--- config.mk ---
export PLATFORM = sky130hd
export DESIGN_NAME = multicycle_ctrl_flat
export DESIGN_NICKNAME = d
export VERILOG_FILES = /design/src/rtl/multicycle_ctrl_if.sv /design/src/rtl/multicycle_ctrl.sv /design/src/flat_wrapper.sv
export SDC_FILE = /design/constraint.sdc
export NUM_CORES = 1
export LEC_CHECK = 0
export BUFFER_PORTS_ARGS = -buffer_cell sky130_fd_sc_hd__buf_4
export CAP_MARGIN = 20
export CORE_MARGIN = 4
export CORE_UTILIZATION = 45
export CTS_BUF_LIST = sky130_fd_sc_hd__clkbuf_4 sky130_fd_sc_hd__clkbuf_8
export CTS_CLUSTER_DIAMETER = 150
export DETAILED_ROUTE_END_ITERATION = 12
export GPL_ROUTABILITY_DRIVEN = 0
export HOLD_SLACK_MARGIN = 0.1
export PLACE_DENSITY_LB_ADDON = 0.25
export SYNTH_ARGS = -nofsm -noshare
export SYNTH_HDL_FRONTEND = slang
export SYNTH_SLANG_ARGS = --single-unit
--- constraint.sdc ---
create_clock -name clk -period 3 [get_ports clk]
set_input_delay 0.15 -clock clk [delete_from_list [all_inputs] [get_ports clk]]
set_output_delay 0.15 -clock clk [all_outputs]
set_load 0.01 [all_outputs]
--- src/rtl/multicycle_ctrl_if.sv ---
// multicycle_ctrl_if
//   Groups the controller <-> datapath signals of the multi-cycle MIPS-subset
//   machine into one bundle.
//
//   Handshake: mem_read / mem_write (with i_or_d) are held high for every
//   cycle the controller sits in a memory state. The memory raises mem_ready
//   in the cycle the access completes. The controller advances on the clock
//   edge that ends a cycle in which mem_ready was high. There is no separate
//   request/accept pair: the strobe acts as valid and mem_ready acts as ready.
//
//   Signals
//     start          datapath -> ctrl  one-cycle run pulse (honoured in IDLE only)
//     opcode, funct  datapath -> ctrl  IR[31:26], IR[5:0]
//     mem_ready      memory   -> ctrl  current access completes this cycle
//     mem_read, mem_write, i_or_d, ir_write, pc_write, pc_write_cond,
//     reg_write, reg_dest, mem_to_reg, alu_src_a, alu_src_b, alu_ctrl,
//     pc_source      ctrl     -> datapath  per-cycle controls
//
//   Modports
//     master  the controller
//     slave   the datapath / memory side
interface multicycle_ctrl_if;
    logic       start;
    logic [5:0] opcode;
    logic [5:0] funct;
    logic       mem_ready;

    logic       mem_read;
    logic       mem_write;
    logic       i_or_d;
    logic       ir_write;
    logic       pc_write;
    logic       pc_write_cond;
    logic       reg_write;
    logic       reg_dest;
    logic       mem_to_reg;
    logic       alu_src_a;
    logic [1:0] alu_src_b;
    logic [3:0] alu_ctrl;
    logic [1:0] pc_source;

    modport master (
        input  start, opcode, funct, mem_ready,
        output mem_read, mem_write, i_or_d, ir_write, pc_write, pc_write_cond,
               reg_write, reg_dest, mem_to_reg, alu_src_a, alu_src_b,
               alu_ctrl, pc_source
    );

    modport slave (
        output start, opcode, funct, mem_ready,
        input  mem_read, mem_write, i_or_d, ir_write, pc_write, pc_write_cond,
               reg_write, reg_dest, mem_to_reg, alu_src_a, alu_src_b,
               alu_ctrl, pc_source
    );
endinterface

--- src/rtl/multicycle_ctrl.sv ---
// multicycle_ctrl
//   Finite-state sequencer for the multi-cycle MIPS-subset datapath
//   (add/sub/and/or/slt, lw, sw, beq, j, addi). It decodes the IR fields,
//   issues per-cycle mux selects, write enables and ALU control, and waits
//   on the memory ready handshake with a bounded wait. It also counts
//   retired instructions and keeps sticky illegal-instruction and timeout
//   flags.
//
//   Ports
//     clk          rising-edge clock
//     reset        asynchronous, active-high
//     bus          multicycle_ctrl_if.master (start/IR fields/mem_ready in,
//                  datapath controls out)
//     state        current state encoding (debug)
//     instr_count  retired instruction count, wraps at 16 bits
//     err_illegal  sticky: undecodable opcode or R-type funct seen
//     err_timeout  sticky: memory did not answer within TIMEOUT cycles
//
//   Parameter
//     TIMEOUT      consecutive mem_ready-low cycles allowed in a memory
//                  state before giving up (1..15)
module multicycle_ctrl #(
    parameter int TIMEOUT = 15
) (
    input  logic              clk,
    input  logic              reset,
    multicycle_ctrl_if.master bus,
    output logic [3:0]        state,
    output logic [15:0]       instr_count,
    output logic              err_illegal,
    output logic              err_timeout
);

    // ------------------------------------------------------------------
    // State encoding (fixed, also visible on the debug port)
    // ------------------------------------------------------------------
    localparam logic [3:0] S_IDLE    = 4'd0;
    localparam logic [3:0] S_FETCH   = 4'd1;
    localparam logic [3:0] S_DECODE  = 4'd2;
    localparam logic [3:0] S_MEMADR  = 4'd3;
    localparam logic [3:0] S_MEMRD   = 4'd4;
    localparam logic [3:0] S_MEMWB   = 4'd5;
    localparam logic [3:0] S_MEMWR   = 4'd6;
    localparam logic [3:0] S_EXEC    = 4'd7;
    localparam logic [3:0] S_RWB     = 4'd8;
    localparam logic [3:0] S_BRANCH  = 4'd9;
    localparam logic [3:0] S_JUMP    = 4'd10;
    localparam logic [3:0] S_ADDI_EX = 4'd11;
    localparam logic [3:0] S_ADDI_WB = 4'd12;
    localparam logic [3:0] S_HALT    = 4'd13;

    // Opcodes and R-type function codes
    localparam logic [5:0] OP_RTYPE = 6'b000000;
    localparam logic [5:0] OP_LW    = 6'b100011;
    localparam logic [5:0] OP_SW    = 6'b101011;
    localparam logic [5:0] OP_BEQ   = 6'b000100;
    localparam logic [5:0] OP_J     = 6'b000010;
    localparam logic [5:0] OP_ADDI  = 6'b001000;

    localparam logic [5:0] FN_ADD = 6'b100000;
    localparam logic [5:0] FN_SUB = 6'b100010;
    localparam logic [5:0] FN_AND = 6'b100100;
    localparam logic [5:0] FN_OR  = 6'b100101;
    localparam logic [5:0] FN_SLT = 6'b101010;

    // ALU operation codes
    localparam logic [3:0] ALU_AND = 4'b0000;
    localparam logic [3:0] ALU_OR  = 4'b0001;
    localparam logic [3:0] ALU_ADD = 4'b0010;
    localparam logic [3:0] ALU_SUB = 4'b0110;
    localparam logic [3:0] ALU_SLT = 4'b0111;

    // ALU operand B selects
    localparam logic [1:0] SRCB_REG   = 2'b00;
    localparam logic [1:0] SRCB_FOUR  = 2'b01;
    localparam logic [1:0] SRCB_IMM   = 2'b10;
    localparam logic [1:0] SRCB_IMMSH = 2'b11;

    // PC sources
    localparam logic [1:0] PCSRC_ALU    = 2'b00;
    localparam logic [1:0] PCSRC_ALUOUT = 2'b01;
    localparam logic [1:0] PCSRC_JUMP   = 2'b10;

    // Wait count value seen during the last permitted low cycle.
    localparam logic [3:0] WAIT_LAST = 4'(TIMEOUT - 1);

    // ------------------------------------------------------------------
    // Registered state
    // ------------------------------------------------------------------
    logic [3:0]  state_q;
    logic [3:0]  state_d;
    logic [3:0]  wait_cnt;
    logic [15:0] count_q;
    logic        err_illegal_q;
    logic        err_timeout_q;

    // ------------------------------------------------------------------
    // Instruction decode
    // ------------------------------------------------------------------
    logic rfunct_ok;
    logic is_rtype_ok;
    logic is_mem;
    logic is_sw;

    always_comb begin
        rfunct_ok = 1'b0;
        case (bus.funct)
            FN_ADD, FN_SUB, FN_AND, FN_OR, FN_SLT: rfunct_ok = 1'b1;
            default:                               rfunct_ok = 1'b0;
        endcase
    end

    assign is_rtype_ok = (bus.opcode == OP_RTYPE) && rfunct_ok;
    assign is_mem      = (bus.opcode == OP_LW) || (bus.opcode == OP_SW);
    assign is_sw       = (bus.opcode == OP_SW);

    // R-type funct to ALU operation. Only reached with a legal funct;
    // ADD is a harmless fallback.
    logic [3:0] rtype_alu;

    always_comb begin
        rtype_alu = ALU_ADD;
        case (bus.funct)
            FN_ADD:  rtype_alu = ALU_ADD;
            FN_SUB:  rtype_alu = ALU_SUB;
            FN_AND:  rtype_alu = ALU_AND;
            FN_OR:   rtype_alu = ALU_OR;
            FN_SLT:  rtype_alu = ALU_SLT;
            default: rtype_alu = ALU_ADD;
        endcase
    end

    // ------------------------------------------------------------------
    // Memory wait tracking
    // ------------------------------------------------------------------
    logic in_wait_state;
    logic wait_expired;

    assign in_wait_state = (state_q == S_FETCH) || (state_q == S_MEMRD) ||
                           (state_q == S_MEMWR);

    // A ready in the final permitted cycle still counts as success, so
    // expiry needs mem_ready low.
    assign wait_expired = in_wait_state && !bus.mem_ready &&
                          (wait_cnt == WAIT_LAST);

    // ------------------------------------------------------------------
    // Next-state logic
    // ------------------------------------------------------------------
    logic retire;
    logic illegal_hit;
    logic timeout_hit;

    always_comb begin
        state_d     = state_q;
        retire      = 1'b0;
        illegal_hit = 1'b0;
        timeout_hit = 1'b0;
        case (state_q)
            S_IDLE: begin
                if (bus.start) state_d = S_FETCH;
            end
            S_FETCH: begin
                if (bus.mem_ready) begin
                    state_d = S_DECODE;
                end else if (wait_expired) begin
                    state_d     = S_HALT;
                    timeout_hit = 1'b1;
                end
            end
            S_DECODE: begin
                if (is_rtype_ok) begin
                    state_d = S_EXEC;
                end else if (is_mem) begin
                    state_d = S_MEMADR;
                end else if (bus.opcode == OP_BEQ) begin
                    state_d = S_BRANCH;
                end else if (bus.opcode == OP_J) begin
                    state_d = S_JUMP;
                end else if (bus.opcode == OP_ADDI) begin
                    state_d = S_ADDI_EX;
                end else begin
                    state_d     = S_HALT;
                    illegal_hit = 1'b1;
                end
            end
            S_MEMADR: begin
                // IR is stable here; only lw/sw can reach this state.
                state_d = is_sw ? S_MEMWR : S_MEMRD;
            end
            S_MEMRD: begin
                if (bus.mem_ready) begin
                    state_d = S_MEMWB;
                end else if (wait_expired) begin
                    state_d     = S_HALT;
                    timeout_hit = 1'b1;
                end
            end
            S_MEMWR: begin
                if (bus.mem_ready) begin
                    state_d = S_FETCH;
                    retire  = 1'b1;
                end else if (wait_expired) begin
                    state_d     = S_HALT;
                    timeout_hit = 1'b1;
                end
            end
            S_MEMWB, S_RWB, S_BRANCH, S_JUMP, S_ADDI_WB: begin
                state_d = S_FETCH;
                retire  = 1'b1;
            end
            S_EXEC:    state_d = S_RWB;
            S_ADDI_EX: state_d = S_ADDI_WB;
            S_HALT:    state_d = S_HALT;
            default:   state_d = S_HALT;
        endcase
    end

    // ------------------------------------------------------------------
    // Sequential state
    // ------------------------------------------------------------------
    always_ff @(posedge clk or posedge reset) begin
        if (reset) begin
            state_q       <= S_IDLE;
            wait_cnt      <= 4'd0;
            count_q       <= 16'd0;
            err_illegal_q <= 1'b0;
            err_timeout_q <= 1'b0;
        end else begin
            state_q <= state_d;

            // Counting only while stalled keeps the counter at zero on
            // every entry to a memory state.
            if (in_wait_state && !bus.mem_ready && !wait_expired) begin
                wait_cnt <= wait_cnt + 4'd1;
            end else begin
                wait_cnt <= 4'd0;
            end

            if (retire)      count_q       <= count_q + 16'd1;
            if (illegal_hit) err_illegal_q <= 1'b1;
            if (timeout_hit) err_timeout_q <= 1'b1;
        end
    end

    assign state       = state_q;
    assign instr_count = count_q;
    assign err_illegal = err_illegal_q;
    assign err_timeout = err_timeout_q;

    // ------------------------------------------------------------------
    // Control outputs: decoded from registered state (and IR for EXEC).
    // Only ir_write/pc_write in FETCH look at mem_ready, so the IR and PC
    // load exactly once, on the cycle the fetch completes.
    // ------------------------------------------------------------------
    always_comb begin
        bus.mem_read      = 1'b0;
        bus.mem_write     = 1'b0;
        bus.i_or_d        = 1'b0;
        bus.ir_write      = 1'b0;
        bus.pc_write      = 1'b0;
        bus.pc_write_cond = 1'b0;
        bus.reg_write     = 1'b0;
        bus.reg_dest      = 1'b0;
        bus.mem_to_reg    = 1'b0;
        bus.alu_src_a     = 1'b0;
        bus.alu_src_b     = SRCB_REG;
        bus.alu_ctrl      = ALU_AND;
        bus.pc_source     = PCSRC_ALU;
        case (state_q)
            S_FETCH: begin
                bus.mem_read  = 1'b1;
                bus.alu_src_b = SRCB_FOUR;
                bus.alu_ctrl  = ALU_ADD;
                bus.ir_write  = bus.mem_ready;
                bus.pc_write  = bus.mem_ready;
            end
            S_DECODE: begin
                // Branch target PC+4+(imm<<2) lands in ALUOut.
                bus.alu_src_b = SRCB_IMMSH;
                bus.alu_ctrl  = ALU_ADD;
            end
            S_MEMADR, S_ADDI_EX: begin
                bus.alu_src_a = 1'b1;
                bus.alu_src_b = SRCB_IMM;
                bus.alu_ctrl  = ALU_ADD;
            end
            S_MEMRD: begin
                bus.mem_read = 1'b1;
                bus.i_or_d   = 1'b1;
            end
            S_MEMWB: begin
                bus.reg_write  = 1'b1;
                bus.mem_to_reg = 1'b1;
            end
            S_MEMWR: begin
                bus.mem_write = 1'b1;
                bus.i_or_d    = 1'b1;
            end
            S_EXEC: begin
                bus.alu_src_a = 1'b1;
                bus.alu_ctrl  = rtype_alu;
            end
            S_RWB: begin
                bus.reg_write = 1'b1;
                bus.reg_dest  = 1'b1;
            end
            S_BRANCH: begin
                bus.alu_src_a     = 1'b1;
                bus.alu_ctrl      = ALU_SUB;
                bus.pc_write_cond = 1'b1;
                bus.pc_source     = PCSRC_ALUOUT;
            end
            S_JUMP: begin
                bus.pc_write  = 1'b1;
                bus.pc_source = PCSRC_JUMP;
            end
            S_ADDI_WB: begin
                bus.reg_write = 1'b1;
            end
            default: ;
        endcase
    end

endmodule

--- src/flat_wrapper.sv ---
// flat-port wrapper written by rule: the top's interface ports become plain ports
module multicycle_ctrl_flat 
#(
    parameter int TIMEOUT = 15
)
  (clk, reset, state, instr_count, err_illegal, err_timeout, bus_start, bus_opcode, bus_funct, bus_mem_ready, bus_mem_read, bus_mem_write, bus_i_or_d, bus_ir_write, bus_pc_write, bus_pc_write_cond, bus_reg_write, bus_reg_dest, bus_mem_to_reg, bus_alu_src_a, bus_alu_src_b, bus_alu_ctrl, bus_pc_source);
  multicycle_ctrl_if bus_i ();
  input  logic clk;
  input  logic reset;
  output logic [3:0] state;
  output logic [15:0] instr_count;
  output logic err_illegal;
  output logic err_timeout;
  input wire logic [$bits(bus_i.start)-1:0] bus_start;
  input wire logic [$bits(bus_i.opcode)-1:0] bus_opcode;
  input wire logic [$bits(bus_i.funct)-1:0] bus_funct;
  input wire logic [$bits(bus_i.mem_ready)-1:0] bus_mem_ready;
  output wire logic [$bits(bus_i.mem_read)-1:0] bus_mem_read;
  output wire logic [$bits(bus_i.mem_write)-1:0] bus_mem_write;
  output wire logic [$bits(bus_i.i_or_d)-1:0] bus_i_or_d;
  output wire logic [$bits(bus_i.ir_write)-1:0] bus_ir_write;
  output wire logic [$bits(bus_i.pc_write)-1:0] bus_pc_write;
  output wire logic [$bits(bus_i.pc_write_cond)-1:0] bus_pc_write_cond;
  output wire logic [$bits(bus_i.reg_write)-1:0] bus_reg_write;
  output wire logic [$bits(bus_i.reg_dest)-1:0] bus_reg_dest;
  output wire logic [$bits(bus_i.mem_to_reg)-1:0] bus_mem_to_reg;
  output wire logic [$bits(bus_i.alu_src_a)-1:0] bus_alu_src_a;
  output wire logic [$bits(bus_i.alu_src_b)-1:0] bus_alu_src_b;
  output wire logic [$bits(bus_i.alu_ctrl)-1:0] bus_alu_ctrl;
  output wire logic [$bits(bus_i.pc_source)-1:0] bus_pc_source;
  assign bus_i.start = bus_start;
  assign bus_i.opcode = bus_opcode;
  assign bus_i.funct = bus_funct;
  assign bus_i.mem_ready = bus_mem_ready;
  assign bus_mem_read = bus_i.mem_read;
  assign bus_mem_write = bus_i.mem_write;
  assign bus_i_or_d = bus_i.i_or_d;
  assign bus_ir_write = bus_i.ir_write;
  assign bus_pc_write = bus_i.pc_write;
  assign bus_pc_write_cond = bus_i.pc_write_cond;
  assign bus_reg_write = bus_i.reg_write;
  assign bus_reg_dest = bus_i.reg_dest;
  assign bus_mem_to_reg = bus_i.mem_to_reg;
  assign bus_alu_src_a = bus_i.alu_src_a;
  assign bus_alu_src_b = bus_i.alu_src_b;
  assign bus_alu_ctrl = bus_i.alu_ctrl;
  assign bus_pc_source = bus_i.pc_source;
  multicycle_ctrl #(.TIMEOUT(TIMEOUT)) u_core (.clk(clk), .reset(reset), .bus(bus_i), .state(state), .instr_count(instr_count), .err_illegal(err_illegal), .err_timeout(err_timeout));
endmodule
Word-level counts from Yosys, hierarchy flattened
Cells that the tools add are included.

Add/sub/neg operators: 2. Equality and inequality tests: 24. Muxes and demuxes: 39. Reduce and logical (&&, ||, !) cells: 20.

Operators with widths (count): 6-bit equality test, second input constant (7); 4-bit 2-to-1 mux (10); 4-bit case mux with 9 select lines (1); 4-bit equality test, second input constant (6); 1-bit 2-to-1 mux (20); 16-bit by 1-bit adder with 16-bit output, second input constant (1); 4-bit by 3-bit equality test with 1-bit output, second input constant (4); 3-bit case mux with 4 select lines (1); 5-bit OR reduction (2); 3-bit case mux with 3 select lines (1); 4-bit by 2-bit equality test with 1-bit output, second input constant (2); 4-bit OR reduction (2); 6-bit by 2-bit equality test with 1-bit output, second input constant (1); 6-bit by 3-bit equality test with 1-bit output, second input constant (1); 6-bit by 4-bit equality test with 1-bit output, second input constant (1); 6-bit zero test (1); 2-bit case mux with 3 select lines (1); 2-bit OR reduction (3); 3-bit OR reduction (2); 4-bit by 1-bit adder with 4-bit output, second input constant (1); 4-bit by 1-bit equality test with 1-bit output, second input constant (1); 1-bit logical AND (4); 4-bit zero test (1); 1-bit case mux with 2 select lines (2); other kinds (6) (9).

Bits in registers: 26. Bits of input ports: 16. Output and inout port bits: 40. Word-level logic and storage cells: 90.

Longest topological paths before layout
Depth in word-level cells: 8. Mapped depth: 6. Depth with buffers taken out: 6.

Worst setup path before layout
OpenSTA, ideal clock, no wires.

Path kind: reg2reg. Start point: register u_core.state_q[0], in the netlist u_core.state[0]. End point: register u_core.count_q[2], in the netlist u_core.instr_count[2]. Setup time: 0.131 ns. Arrival time: 1.437 ns. Data required time: 2.869 ns. Setup slack: 1.431 ns. Cell stages (with the launch flop): 7. Period minus slack after synthesis: 1.569 ns. Cells stage by stage: dfrtp_1 > buf_4 > nor2_2 > o21ai_2 > buf_2 > a21boi_0 > xor2_1.

Word-level cells in the longest chain between the ends: 3.

RTL lines: start, declared (RTL line multicycle_ctrl.sv:90) `logic [3:0] state_q;`; start signal, assigned (RTL line multicycle_ctrl.sv:230) `state_q <= state_d;`; 4-bit equality test or 4-bit by 3-bit equality test with 1-bit output (tied branches) (RTL line multicycle_ctrl.sv:159) `case (state_q)`; 5-bit OR reduction (RTL line multicycle_ctrl.sv:159); 1-bit case mux with 2 select lines (*) (RTL line multicycle_ctrl.sv:159); end signal, assigned (RTL line multicycle_ctrl.sv:240) `if (retire) count_q <= count_q + 16'd1;`; end, declared (RTL line multicycle_ctrl.sv:93) `logic [15:0] count_q;`.

Every way passes the cells marked *; elsewhere a longest branch is shown, timed or not. A chain may end at the register's enable or synchronous reset.

Worst setup path in the final report
Start point: register u_core.state_q[0], in the netlist u_core.state[0]. End point: register u_core.count_q[1], in the netlist u_core.instr_count[1].

Same word-level chain as after synthesis.

==> impl_metrics.ini <==
[logic_synthesis]
synthArstFlopShare = 1.00
synth_edf_count = 0
yosysWarnings = 0
yosys-top-cells-area = dfrtp_1 (36%), xor2_1 (8.3%), a21oi_1 (3.3%)
ys_seq_elements = 26
synthesis.area_mm2 = 0.00180
synthDistinctLibCells = 53
synth_top_flop_cell = dfrtp_1
synth_nets = 211
synth_top_area_share = 0.361
synth_cells = 192
synth_area_per_cell_um2 = 9.38
yosysSeqAreaShare = 0.361
synth_top_cell_by_area = dfrtp_1

[clock_tree]
cts_max_level = 1
cts.sinks = 26
clkTransAtPathRegs_ns = 0.09
cts_resized = 0
cts_tree = done
clk_latency_ns = 0.27
cts_made_buffers = 3
clk_path_buf_depth = 2
cts_root_buffer = clkbuf_8

[die]
die_y_um = 71.3
die_w_um = 71.3
die_area_mm2 = 0.00508
core_mm2 = 0.00377
row_count = 22
ios = 56
initial_core_util = 0.477

[status]
status = completed

[grt]
gr-total-overflow = 0
grt_use_total = 0.163
grt_pass1_wl_mm = 6.86
grt_max_degree = 27
grt_pass1_vias = 1469
antenna_found_initial = 0

[drt]
ant_nets = 0
wl_per_cell_um = 14.5
drc = 0
firstDrtPassIters = 4
drtIter0Drc = 192
routed_wl_mm = 4.20
vias = 1616
via_per_inst = 5.59

[critical_path]
cp_cell_sequence = and3b_1, o21ai_2, nand2_1, mux2_2
crit_type = reg2reg
r2r_slack_ns = 0.76
start_kind = flop
worstPathArrival_ns = 2.39
worstPathMaxFanout = 26
required_ns = 3.16
critPathSlowestCell = dfrtp_1
critPathBufInv = 0
cp-end-kind = flop
critPathMaxStageDelay_ns = 0.82
r2r_cells = 4
timing.rr.end = u_core.instr_count[1]
critPathTopFamily = flip-flops
r2r-start = u_core.state[0]

[timing]
setup_tns_ns = 0
maxSlewHeadroom = 0.510
worst_pin_slew_ns = 0.735
fin_skew_ns = 0.00464
slew_viol_final = 0
hold_viol = 0
fmax_mhz = 447
min_period_ns = 2.24
finalCritPeriodShare = 0.745
setup_viol = 0
holdWs_ns = 0.211
rsz0062_at_grt = no

[placed_design]
dp_hpwl_mm = 3.17
port_buffers = 54
place_area_mm2 = 0.00220
dp_cells = 283

[power]
p_per_area_mw_per_mm2 = 927
combPwrFrac = 0.512
p_sw_w = 0.000929
clock_power_share = 0.132
ir_drop_v = 0.000506
p_sw_frac = 0.434
p_int_w = 0.00121
seq_power_share = 0.356
cellLeakagePower_nw = 0.985

[finish]
final_common_cell = buf_4
stdcell_area_mm2 = 0.00231
final_nets = 261
layoutNonFillerInstCount = 289
synthToLayoutAreaGrowth_pct = 28.1
layout-drive-gt1-share = 0.311
final_cell_mix = buf_4 (55), dfrtp_1 (26), xor2_1 (17)
diodes = 0
post-route-util = 0.611

[flow_run]
maxCapViolations = 0

[hold_path]
min_from = bus_opcode[3]
hp-class = in2reg
min_to = u_core.state[0]
holdPathStages = 3
==> routing by layer <==
| layer | track usage | vias to the layer above | part of all wire |
|---|---|---|---|
| met1 | 0.222 | 753 | 0.43 |
| li1 | - | 798 | - |
| met3 | 0.0309 | 7 | 0.071 |
| met5 | 0 | - | 0 |
| met2 | 0.265 | 58 | 0.49 |
| met4 | 0.0438 | 0 | 0.012 |
==> registers in the layout (all words and copies together), names as in the netlist <==
register and flops:
u_core.wait_cnt 4, u_core.instr_count 16, u_core.err_timeout 1, u_core.err_illegal 1
u_core.state 4
==> worst min-delay path, delay by kind of cell <==
family          cells  cell delay [ns]
compound gates      1             0.11
buf+inv             1             0.11
simple gates        1             0.06
==> kinds of logic (layout without fill, tap and decap cells) <==
family	count (synthesis)	in the layout	synth area share
flops	26	26	0.361
compound gates	45	45	0.198
simple gates	82	82	0.270
fa+ha+maj	3	3	0.0209
other cells	1	1	0.00208
buf+inv	15	64	0.0486
mux	2	2	0.0118
xor+xnor	18	18	0.0876
==> per-stage QoR <==
| stage | setup slack [ns] | total power [W] |
|---|---|---|
| 4_1_cts | 0.798 | 0.00215 |
| 3_3_place_gp | 0.878 | 0.00184 |
| 6_report | 0.764 | 0.00214 |
| 3_5_place_dp | 0.818 | 0.00186 |
| 2_1_floorplan | 1.43 | 0.00143 |
| 5_1_grt | 0.606 | 0.00230 |
==> how the worst max path moves through the flow <==
stage                          startpoint  cells past startpoint                     to
after floorplan           u_core.state[0]                      6  u_core.instr_count[2]
after global placement    u_core.state[0]                      4  u_core.instr_count[1]
after detailed placement  u_core.state[0]                      4  u_core.instr_count[1]
after CTS                 u_core.state[0]                      4  u_core.instr_count[1]
after global routing      u_core.state[0]                      4  u_core.instr_count[1]
final                     u_core.state[0]                      4  u_core.instr_count[1]
==> synth_stat cells, types with 2 or more instances <==
| library cell | count |
|---|---|
| nor2_1 | 14 |
| nand4_1 | 6 |
| o21ai_2 | 2 |
| nor3b_1 | 2 |
| or3b_2 | 2 |
| a2111oi_2 | 3 |
| o21bai_1 | 2 |
| inv_1 | 3 |
| a21oi_1 | 12 |
| o21ai_0 | 4 |
| a31oi_1 | 2 |
| a21boi_0 | 3 |
| buf_4 | 7 |
| nor4_1 | 2 |
| nand3_1 | 11 |
| nor3_1 | 5 |
| nand2_1 | 12 |
| a211oi_1 | 4 |
| o211ai_1 | 3 |
| ha_1 | 3 |
| o211a_1 | 2 |
| and4_1 | 2 |
| xor2_1 | 17 |
| buf_2 | 3 |
| dfrtp_1 | 26 |
| nor2b_1 | 6 |
| nand2b_1 | 8 |
==> final cells by class <==
cell class                      count  area (um2)
Timing Repair Buffer               57         450
Fill cell                         334        1470
Tap cell                           48        60.1
Clock inverter                      1        30.0
Multi-Input combinational cell    151        1060
Sequential cell                    26         651
Clock buffer                        3        41.3
Inverter                            3        11.3
==> power by group through the flow <==
stage,Sequential (W),Clock (W),Combinational [W]
6_report,0.000762,0.000282,0.00109
3_5_place_dp,0.000764,0,0.00109
5_1_grt,0.000792,0.000306,0.00120
3_3_place_gp,0.000758,0,0.00108
2_1_floorplan,0.000694,0,0.000733
4_1_cts,0.000760,0.000292,0.00110
==> repair_timing <==
item / 4_1_cts / 5_1_grt
setup buffers: 0 / 0
hold buffers: 0 / 1
hold endpoints to repair: 0 / 9
(Power assumes the default switching activity.)
